**src/rtl/game_event_bridge.sv**
```systemverilog
// Game-side bridge: queues scoring events, posts them to CPU r29 with a toggle handshake on r1[0],
// and decodes r1 into level/pause/game-over controls. Define GAME_EVENT_STATS_EN to add ev_drop_count.
module game_event_bridge #(
  parameter int FIFO_DEPTH     = 4,
  parameter int TIMEOUT_CYCLES = 1000000,
  parameter int GAP_CYCLES     = 8
) (
  input  logic        clock,
  input  logic        ctrl_reset,
  input  logic        ev_valid,
  input  logic [2:0]  ev_points,
  output logic        ev_ready,
  input  logic        game_over,
  output logic [2:0]  addPoints,
  output logic [1:0]  fromGame,
  input  logic [31:0] data_readReg1,
  output logic [7:0]  cpu_level,
  output logic        cpu_pause,
  output logic        ev_overflow,
  output logic        ack_timeout
`ifdef GAME_EVENT_STATS_EN
  ,
  output logic [15:0] ev_drop_count
`endif
);

  localparam int AW = $clog2(FIFO_DEPTH);
  localparam int GW = $clog2(GAP_CYCLES) + 1;

  typedef enum logic [1:0] {IDLE, POST, WAIT_ACK, GAP} state_e;

  state_e        state_q, state_d;
  logic [2:0]    mem_q [FIFO_DEPTH];
  logic [AW-1:0] rd_q, wr_q;
  logic [AW:0]   cnt_q;
  logic [2:0]    pts_q, pts_d;
  logic          post_q, post_d;
  logic          ack_ref_q, ack_ref_d;
  logic [31:0]   timer_q, timer_d;
  logic [GW-1:0] gap_q, gap_d;
  logic          go_q, r1b1_q;
  logic [7:0]    level_q;
  logic          pause_q, ovf_q, tmo_q;

  logic full, empty, push, drop, ack, tmo_hit, pop, tmo;
  logic unused_r1;

  assign full    = (cnt_q == (AW+1)'(FIFO_DEPTH));
  assign empty   = (cnt_q == '0);
  assign push    = ev_valid && !full && (ev_points != 3'd0);
  // zero-point events are never counted as lost, even when the queue is full
  assign drop    = ev_valid && full && (ev_points != 3'd0);
  assign ack     = (data_readReg1[0] != ack_ref_q);
  assign tmo_hit = (timer_q == 32'(TIMEOUT_CYCLES - 1));
  assign pop     = (state_q == WAIT_ACK) && (ack || tmo_hit);
  assign tmo     = (state_q == WAIT_ACK) && !ack && tmo_hit;
  assign unused_r1 = ^{data_readReg1[31:16], data_readReg1[7:3]};

  always_ff @(posedge clock) begin
    if (push) mem_q[wr_q] <= ev_points;
  end

  always_ff @(posedge clock or posedge ctrl_reset) begin
    if (ctrl_reset) begin
      rd_q  <= '0;
      wr_q  <= '0;
      cnt_q <= '0;
    end else begin
      if (push) wr_q <= wr_q + 1'b1;
      if (pop)  rd_q <= rd_q + 1'b1;
      case ({push, pop})
        2'b10:   cnt_q <= cnt_q + 1'b1;
        2'b01:   cnt_q <= cnt_q - 1'b1;
        default: ;
      endcase
    end
  end

  always_ff @(posedge clock or posedge ctrl_reset) begin
    if (ctrl_reset) begin
      state_q   <= IDLE;
      pts_q     <= '0;
      post_q    <= 1'b0;
      ack_ref_q <= 1'b0;
      timer_q   <= '0;
      gap_q     <= '0;
    end else begin
      state_q   <= state_d;
      pts_q     <= pts_d;
      post_q    <= post_d;
      ack_ref_q <= ack_ref_d;
      timer_q   <= timer_d;
      gap_q     <= gap_d;
    end
  end

  always_comb begin
    state_d = state_q;
    case (state_q)
      IDLE:     if (!empty) state_d = POST;
      POST:     state_d = WAIT_ACK;
      WAIT_ACK: if (pop) state_d = GAP;
      GAP:      if (gap_q == GW'(GAP_CYCLES - 1)) state_d = IDLE;
    endcase
  end

  // r29 value and strobe are registered so they stay glitch-free across the regfile reload
  always_comb begin
    pts_d     = pts_q;
    post_d    = post_q;
    ack_ref_d = ack_ref_q;
    timer_d   = timer_q;
    gap_d     = gap_q;
    case (state_q)
      POST: begin
        pts_d     = mem_q[rd_q];
        post_d    = 1'b1;
        ack_ref_d = data_readReg1[0];
        timer_d   = '0;
      end
      WAIT_ACK: begin
        timer_d = timer_q + 32'd1;
        if (pop) begin
          pts_d  = '0;
          post_d = 1'b0;
          gap_d  = '0;
        end
      end
      GAP:     gap_d = gap_q + 1'b1;
      default: ;
    endcase
  end

  always_ff @(posedge clock or posedge ctrl_reset) begin
    if (ctrl_reset) begin
      go_q    <= 1'b0;
      r1b1_q  <= 1'b0;
      level_q <= '0;
      pause_q <= 1'b0;
      ovf_q   <= 1'b0;
      tmo_q   <= 1'b0;
    end else begin
      // a coincident game_over pulse outranks the r1[1] clear edge
      go_q    <= game_over | (go_q & ~(data_readReg1[1] & ~r1b1_q));
      r1b1_q  <= data_readReg1[1];
      level_q <= data_readReg1[15:8];
      pause_q <= data_readReg1[2];
      if (drop) ovf_q <= 1'b1;
      if (tmo)  tmo_q <= 1'b1;
    end
  end

`ifdef GAME_EVENT_STATS_EN
  logic [15:0] drop_cnt_q;
  logic [16:0] drop_sum;
  assign drop_sum = 17'(drop_cnt_q) + 17'(drop) + 17'(tmo);
  always_ff @(posedge clock or posedge ctrl_reset) begin
    if (ctrl_reset) drop_cnt_q <= '0;
    else            drop_cnt_q <= drop_sum[16] ? 16'hFFFF : drop_sum[15:0];
  end
  assign ev_drop_count = drop_cnt_q;
`endif

  assign ev_ready    = !full;
  assign addPoints   = pts_q;
  assign fromGame    = {go_q, post_q};
  assign cpu_level   = level_q;
  assign cpu_pause   = pause_q;
  assign ev_overflow = ovf_q;
  assign ack_timeout = tmo_q;

endmodule

```
**config.mk**
```make
export PLATFORM = sky130hd
export DESIGN_NAME = game_event_bridge
export DESIGN_NICKNAME = d
export VERILOG_FILES = /design/src/rtl/game_event_bridge.sv
export SDC_FILE = /design/constraint.sdc
export NUM_CORES = 1
export LEC_CHECK = 0
export CAP_MARGIN = 20
export CORE_MARGIN = 2
export CORE_UTILIZATION = 40
export DETAILED_ROUTE_END_ITERATION = 10
export PLACE_DENSITY = 0.74
export SKIP_CTS_REPAIR_TIMING = 1
export SLEW_MARGIN = 0
export SYNTH_ARGS = -nofsm -noshare
export SYNTH_HDL_FRONTEND = slang
export SYNTH_SLANG_ARGS = --single-unit
```
**constraint.sdc**
```tcl
create_clock -name clock -period 8.1 [get_ports clock]
set_clock_uncertainty 0.2 [all_clocks]
set_input_delay 1.215 -clock clock [delete_from_list [all_inputs] [get_ports clock]]
set_output_delay 1.215 -clock clock [all_outputs]
set_load 0.03 [all_outputs]
```
==> impl_metrics.env, run 1 <==
export IMPL_synth_cell_area_um2=3560
export IMPL_ctsRootBufferMaster="clkbuf_8"
export IMPL_drtPass1Iterations=4
export IMPL_drcViolationCount=0
export IMPL_synth_distinct_cells=50
export IMPL_yosysSeqAreaShare_pct=54.4
export IMPL_end_kind="register"
export IMPL_crit_end="cnt_q[2]"
export IMPL_cts_sinks=75
export IMPL_htree_levels=3
export IMPL_clock_latency_ns=0.35
export IMPL_layout_drive_gt1_share_pct=8.64
export IMPL_routed_wl_mm=6.64
export IMPL_drv_cap=0
export IMPL_cp_start_kind="input pin"
export IMPL_die_area_um2=9670
export IMPL_slew_headroom_pct=44.5
export IMPL_final_area_um2=4180
export IMPL_synth_area_per_cell_um2=11.1
export IMPL_clkPwrFrac_pct=23.9
export IMPL_gp_congestion=0.817
export IMPL_cp_arrival_ns=3.55
export IMPL_netSwitchingFraction_pct=37.8
export IMPL_cellPowerDensity_nw_per_um2=292
export IMPL_critPathRequiredTime_ns=8.18
export IMPL_min_path_type="register to register"
export IMPL_cts_buffers=9
export IMPL_crit_type="input pin to register"
export IMPL_ys_ff_latch=75
export IMPL_ys_flop_type="dfrtp_1"
export IMPL_p_int_w=0.000759
export IMPL_hpwl_mm=4.57
export IMPL_start_util_pct=41.0
export IMPL_wl_per_cell_um=14.2
export IMPL_synth_edf_count=12
export IMPL_dieWidth_um=98.3
export IMPL_r2r_start="timer_q[0]"
export IMPL_seq_power_share_pct=40.5
export IMPL_worst_pin_slew_ns=0.828
export IMPL_finalSetupTns_ns=0
export IMPL_fmax_mhz=288
export IMPL_cp_startpoint="data_readReg1[0]"
export IMPL_port_buffer_count=34
export IMPL_report_final_slew_viol_count=0
export IMPL_power_switching_w=0.000461
export IMPL_via_per_inst=5.26
export IMPL_rows=34
export IMPL_r2r_cells=11
export IMPL_grt_max_degree=64
export IMPL_finalNetCount=406
export IMPL_grt_overflow_total=0
export IMPL_setup_violations_final=0
export IMPL_antenna_found_initial=0
export IMPL_worstReg2RegEnd="cnt_q[2]"
export IMPL_p_comb_share_pct=35.6
export IMPL_drtIter0Drc=135
export IMPL_ir_worst_vdd_mv=0.197
export IMPL_area_growth_pct=17.6
export IMPL_ys_warn_count=0
export IMPL_grt_pass1_wl_mm=11.6
export IMPL_vias=2455
export IMPL_r2r_setup_slack_ns=5.26
export IMPL_clk_path_buf_depth=2
export IMPL_min_period_over_period_pct=42.9
export IMPL_die_y_um=98.3
export IMPL_track_usage_pct=14.9
export IMPL_grt_pass1_vias=2473
export IMPL_ant_nets=0
export IMPL_path_max_fanout=8
export IMPL_tritoncts="done"
export IMPL_path_clk_slew_ns=0.08
export IMPL_n_antenna_cell=0
export IMPL_outcome="complete, no violations"
export IMPL_ios=56
export IMPL_place_area_um2=3990
export IMPL_netlist_instances=320
export IMPL_synth_async_reset_ratio_pct=84.0
export IMPL_finalCriticalPeriod_ns=3.47
export IMPL_p_leak_nw=1.76
export IMPL_rsz0062_at_grt="false"
export IMPL_hold_start="go_q"
export IMPL_synth_nets=372
export IMPL_coreArea_um2=8680
export IMPL_hold_viol_final=0
area by class of cell:
cell class / instances / area (µm²)
fillers: 792 / 4490
flip-flops and latches: 75 / 1940
multi-input cells: 217 / 1500
repair buffers: 37 / 363
well taps: 108 / 135
clock buffers: 9 / 124
clock inverters: 7 / 75.1
inverters: 14 / 52.6
power by group through the flow:
stage                     logic [W]  registers [W]  clock network, W
after global routing       0.000483       0.000502          0.000316
after global placement     0.000421       0.000497                 0
after floorplan            0.000304       0.000508                 0
after CTS                  0.000438       0.000495          0.000298
after detailed placement   0.000435       0.000502                 0
final                      0.000434       0.000495          0.000292
placed cells by master, fill, tap and decap left out, types with 8 or more instances in the layout:
cell,instances
clkdlybuf4s50_1,34
nor2_1,35
nand4_1,13
xor2_1,24
clkbuf_8,9
o21ai_0,11
xnor2_1,8
dfrtp_1,63
nand2_1,24
inv_1,13
edfxtp_1,12
ha_1,12
nand3_1,14
state kept, by name, summed over array words and instances (netlist names):
signal / cells
cnt_q: 3
gap_q: 4
go_q: 1
addPoints: 3
rd_q: 2
r1b1_q: 1
timer_q: 32
ack_ref_q: 1
ev_overflow: 1
ack_timeout: 1
cpu_pause: 1
wr_q: 2
post_q: 1
cpu_level: 8
mem_q: 12
state_q: 2
synthesized netlist by cell type, types with 2 or more instances:
master | n | share of area [%]
ha_1 | 12 | 4.2
o21ai_0 | 11 | 1.5
o2bb2ai_1 | 3 | 0.74
nand4_1 | 13 | 2.3
dfrtp_1 | 63 | 44
edfxtp_1 | 12 | 10
buf_2 | 3 | 0.42
nand3b_1 | 2 | 0.42
nand3_1 | 14 | 2.0
a21o_1 | 2 | 0.42
and3_1 | 6 | 1.1
o31ai_1 | 4 | 0.84
inv_1 | 14 | 1.5
or3_1 | 3 | 0.53
a21oi_1 | 5 | 0.70
nand2_1 | 24 | 2.5
and2_1 | 6 | 1.1
xnor2_1 | 8 | 2.0
mux4_2 | 3 | 1.9
and4_2 | 2 | 0.56
o22ai_1 | 2 | 0.35
and4_1 | 3 | 0.74
nor2_1 | 35 | 3.7
nand3_2 | 2 | 0.56
xor2_1 | 24 | 5.9
clkbuf_1 | 7 | 0.74
a22o_1 | 4 | 0.98
buf_4 | 2 | 0.42
nor4_1 | 5 | 0.88
mux2i_1 | 4 | 1.1
nand2b_1 | 2 | 0.35
nor3_1 | 2 | 0.28
worst min path at each step:
stage,endpoint,depth (start not counted)
after floorplan,go_q,1
after global placement,ev_overflow,1
after detailed placement,ack_timeout,1
after CTS,ev_overflow,1
after global routing,ev_overflow,1
final,go_q,1
routing by layer:
| metal | part of all wire, % | GRT usage [%] | vias to the layer above |
|---|---|---|---|
| met5 | 0 | 0 | - |
| met3 | 3.7 | 3.94 | 13 |
| met4 | 1.8 | 6.85 | 0 |
| met1 | 45 | 19.0 | 1206 |
| li1 | - | - | 1191 |
| met2 | 49 | 24.0 | 45 |
worst max-delay path, cell delays in order:
cell and delay (ns):
clkdlybuf4s50_1 0.55, xor2_1 0.50, o21a_1 0.26, ha_1 0.20, inv_1 0.06, fa_1 0.38, xor2_1 0.15, nor2_1 0.11
xnor2_1 0.13
kinds of logic after synthesis:
logic type | count (synthesis) | share of synthesized area, %
flip-flops | 75 | 54.4
multiplexers | 8 | 3.34
adder cells (fa/ha/maj) | 13 | 4.78
buffers and inverters | 28 | 3.48
XOR/XNOR | 32 | 7.88
AND/OR/NAND/NOR | 125 | 18.6
AO/OA/AOI/OAI | 39 | 7.45
through the flow:
step                cells  hold slack (ns)  worst slack, ns  utilization, %  power (W)
finish                467            0.279             4.63            48.2    0.00122
CTS                   467            0.287             4.64            48.2    0.00123
detailed placement    451            0.267             4.28            45.9   0.000937
global route          467            0.298             4.51            48.2    0.00130
global placement      451            0.258             4.31            45.9   0.000917
floorplan             320            0.250             5.12               -   0.000812
(Power assumes the default switching activity.)
==> run 2, diff against run 1 <==
==> constraint.sdc (replaced) <==
create_clock -name clock -period 3.3 [get_ports clock]
set_clock_uncertainty 0.2 [all_clocks]
set_input_delay 0.495 -clock clock [delete_from_list [all_inputs] [get_ports clock]]
set_output_delay 0.495 -clock clock [all_outputs]
set_load 0.03 [all_outputs]
==> run 2 against run 1 <==
Sequential share of layout area fell by 1.0 points. Largest cell class unchanged. Register-to-register slack got worse by 4.9 ns. Non-clock buffer count grew 6. Flip-flop and latch count stayed put. Highest routed layer unchanged. Count of clock-buffer cells in the layout is the same. Routed wire length increased by 1.3%. Core utilization up 1.1 points. Sequential power grew 140%. Power rose to 2.6 times the previous value. Clock power rose to 3.0 times the previous value. Cell count rose by 1.3%. Global-route usage shrank 0.17 points.
==> impl_metrics.env, run 2 (same netlist as run 1, synthesis figures left out) <==
export IMPL_drtIter0Drc=151
export IMPL_via_per_inst=5.28
export IMPL_port_buffer_count=34
export IMPL_worst_pin_slew_ns=0.639
export IMPL_r2r_setup_slack_ns=0.41
export IMPL_holdPathStages=1
export IMPL_ir_worst_vdd_mv=0.539
export IMPL_gp_congestion=0.766
export IMPL_rows=34
export IMPL_area_growth_pct=20.3
export IMPL_outcome="complete, no violations"
export IMPL_drtPass1Iterations=4
export IMPL_ios=56
export IMPL_path_max_fanout=9
export IMPL_routed_wl_mm=6.73
export IMPL_end_kind="register"
export IMPL_final_area_um2=4280
export IMPL_cp_arrival_ns=2.97
export IMPL_r2r_start="timer_q[0]"
export IMPL_layout_common_cells="dfrtp_1, nor2_1, clkdlybuf4s50_1"
export IMPL_report_final_slew_viol_count=0
export IMPL_fillers=803
export IMPL_regArea_um2=1940
export IMPL_slew_headroom_pct=57.4
export IMPL_place_area_um2=4030
export IMPL_grt_overflow_total=0
export IMPL_multi_input_area_um2=1500
export IMPL_cp_start_kind="register"
export IMPL_ant_nets=0
export IMPL_layout_drive_gt1_share_pct=10.4
export IMPL_crit_type="register to register"
export IMPL_antenna_found_initial=0
export IMPL_p_leak_nw=1.83
export IMPL_final_common_cell="dfrtp_1"
export IMPL_hpwl_mm=4.65
export IMPL_fin_cells=473
export IMPL_start_util_pct=41.0
export IMPL_vias=2496
export IMPL_cts_buffers=9
export IMPL_clock_latency_ns=0.35
export IMPL_coreArea_um2=8680
export IMPL_die_y_um=98.3
export IMPL_hold_start="ack_timeout"
export IMPL_min_period_over_period_pct=87.7
export IMPL_hold_end="ack_timeout"
export IMPL_dp_cells=457
export IMPL_drcViolationCount=0
export IMPL_finalCriticalPeriod_ns=2.89
export IMPL_finalNetCount=412
export IMPL_top_register="timer_q"
export IMPL_cts_sinks=75
export IMPL_worstReg2RegEnd="cnt_q[2]"
export IMPL_hold_viol_final=0
export IMPL_tritoncts="done"
export IMPL_r2r_cells=11
export IMPL_largest_reg_flops=32
export IMPL_cellPowerDensity_nw_per_um2=743
export IMPL_grt_pass1_vias=2418
export IMPL_track_usage_pct=14.8
export IMPL_grt_pass1_wl_mm=11.4
export IMPL_path_clk_slew_ns=0.08
export IMPL_dieWidth_um=98.3
export IMPL_n_antenna_cell=0
export IMPL_grt_max_degree=31
export IMPL_rsz0062_at_grt="false"
export IMPL_finalSetupTns_ns=0
export IMPL_critPathRequiredTime_ns=3.38
export IMPL_drv_cap=0
export IMPL_htree_levels=3
export IMPL_setup_violations_final=0
export IMPL_fmax_mhz=345
export IMPL_die_area_um2=9670
export IMPL_ctsRootBufferMaster="clkbuf_8"
export IMPL_wl_per_cell_um=14.2
export IMPL_min_path_type="register to register"
export IMPL_clk_path_buf_depth=2
==> run 2: cell types whose count changed in the layout (fill, tap and decap cells not counted), sizes merged <==
cell	change
buf	+6
clkinv	+1
bufinv	+2
clkinvlp	-2
inv	-1
==> run 2: per-stage QoR <==
stage | setup WS [ns] | total power [W] | hold slack [ns] | util (%)
floorplan | 0.677 | 0.00199 | 0.250 | -
global placement | 0.368 | 0.00228 | 0.260 | 46.4
detailed placement | 0.264 | 0.00233 | 0.260 | 46.4
CTS | 0.375 | 0.00322 | 0.286 | 49.3
global route | 0.149 | 0.00337 | 0.298 | 49.3
finish | 0.406 | 0.00318 | 0.282 | 49.3
==> run 2: worst max path at each step <==
stage / startpoint / end / slack [ns] / cells past startpoint
2_1_floorplan: timer_q[0] / cnt_q[2] / 0.68 / 12
3_3_place_gp: ev_points[1] / cnt_q[2] / 0.37 / 10
3_5_place_dp: ev_points[1] / cnt_q[2] / 0.26 / 10
4_1_cts: timer_q[0] / cnt_q[2] / 0.37 / 11
5_1_grt: timer_q[0] / cnt_q[2] / 0.15 / 11
6_report: timer_q[0] / cnt_q[2] / 0.41 / 11
==> run 2: area by class of cell <==
class | count | area share [%]
Sequential cell | 75 | 45.3
Multi-Input combinational cell | 217 | 35.0
Timing Repair Buffer | 43 | 9.53
Tap cell | 108 | 3.16
Clock inverter | 7 | 2.92
Clock buffer | 9 | 2.89
Inverter | 14 | 1.23
==> run 2: power by group <==
| part | leakage [nW] | total (W) | switching [W] | internal, W |
|---|---|---|---|---|
| clock network | 0.124 | 0.000867 | 0.000359 | 0.000508 |
| logic | 0.777 | 0.00110 | 0.000663 | 0.000441 |
| registers | 0.925 | 0.00121 | 0.000113 | 0.00110 |
==> run 2: per-layer routing <==
layer,GRT usage (%),vias up,share of wire [%]
li1,-,1202,-
met1,18.6,1233,44
met2,24.4,51,50
met3,4.29,10,4.5
met4,5.06,0,1.3
met5,0,-,0
==> run 2: worst max-delay path: stages (launching register included) <==
cell and delay, ns:
dfrtp_1 0.41, ha_1 0.22, nand3_2 0.15, nor2_1 0.26, and4_4 0.34, o21a_1 0.18, ha_1 0.21, inv_1 0.06
fa_1 0.38, xor2_1 0.15, nor2_1 0.12, xnor2_1 0.14
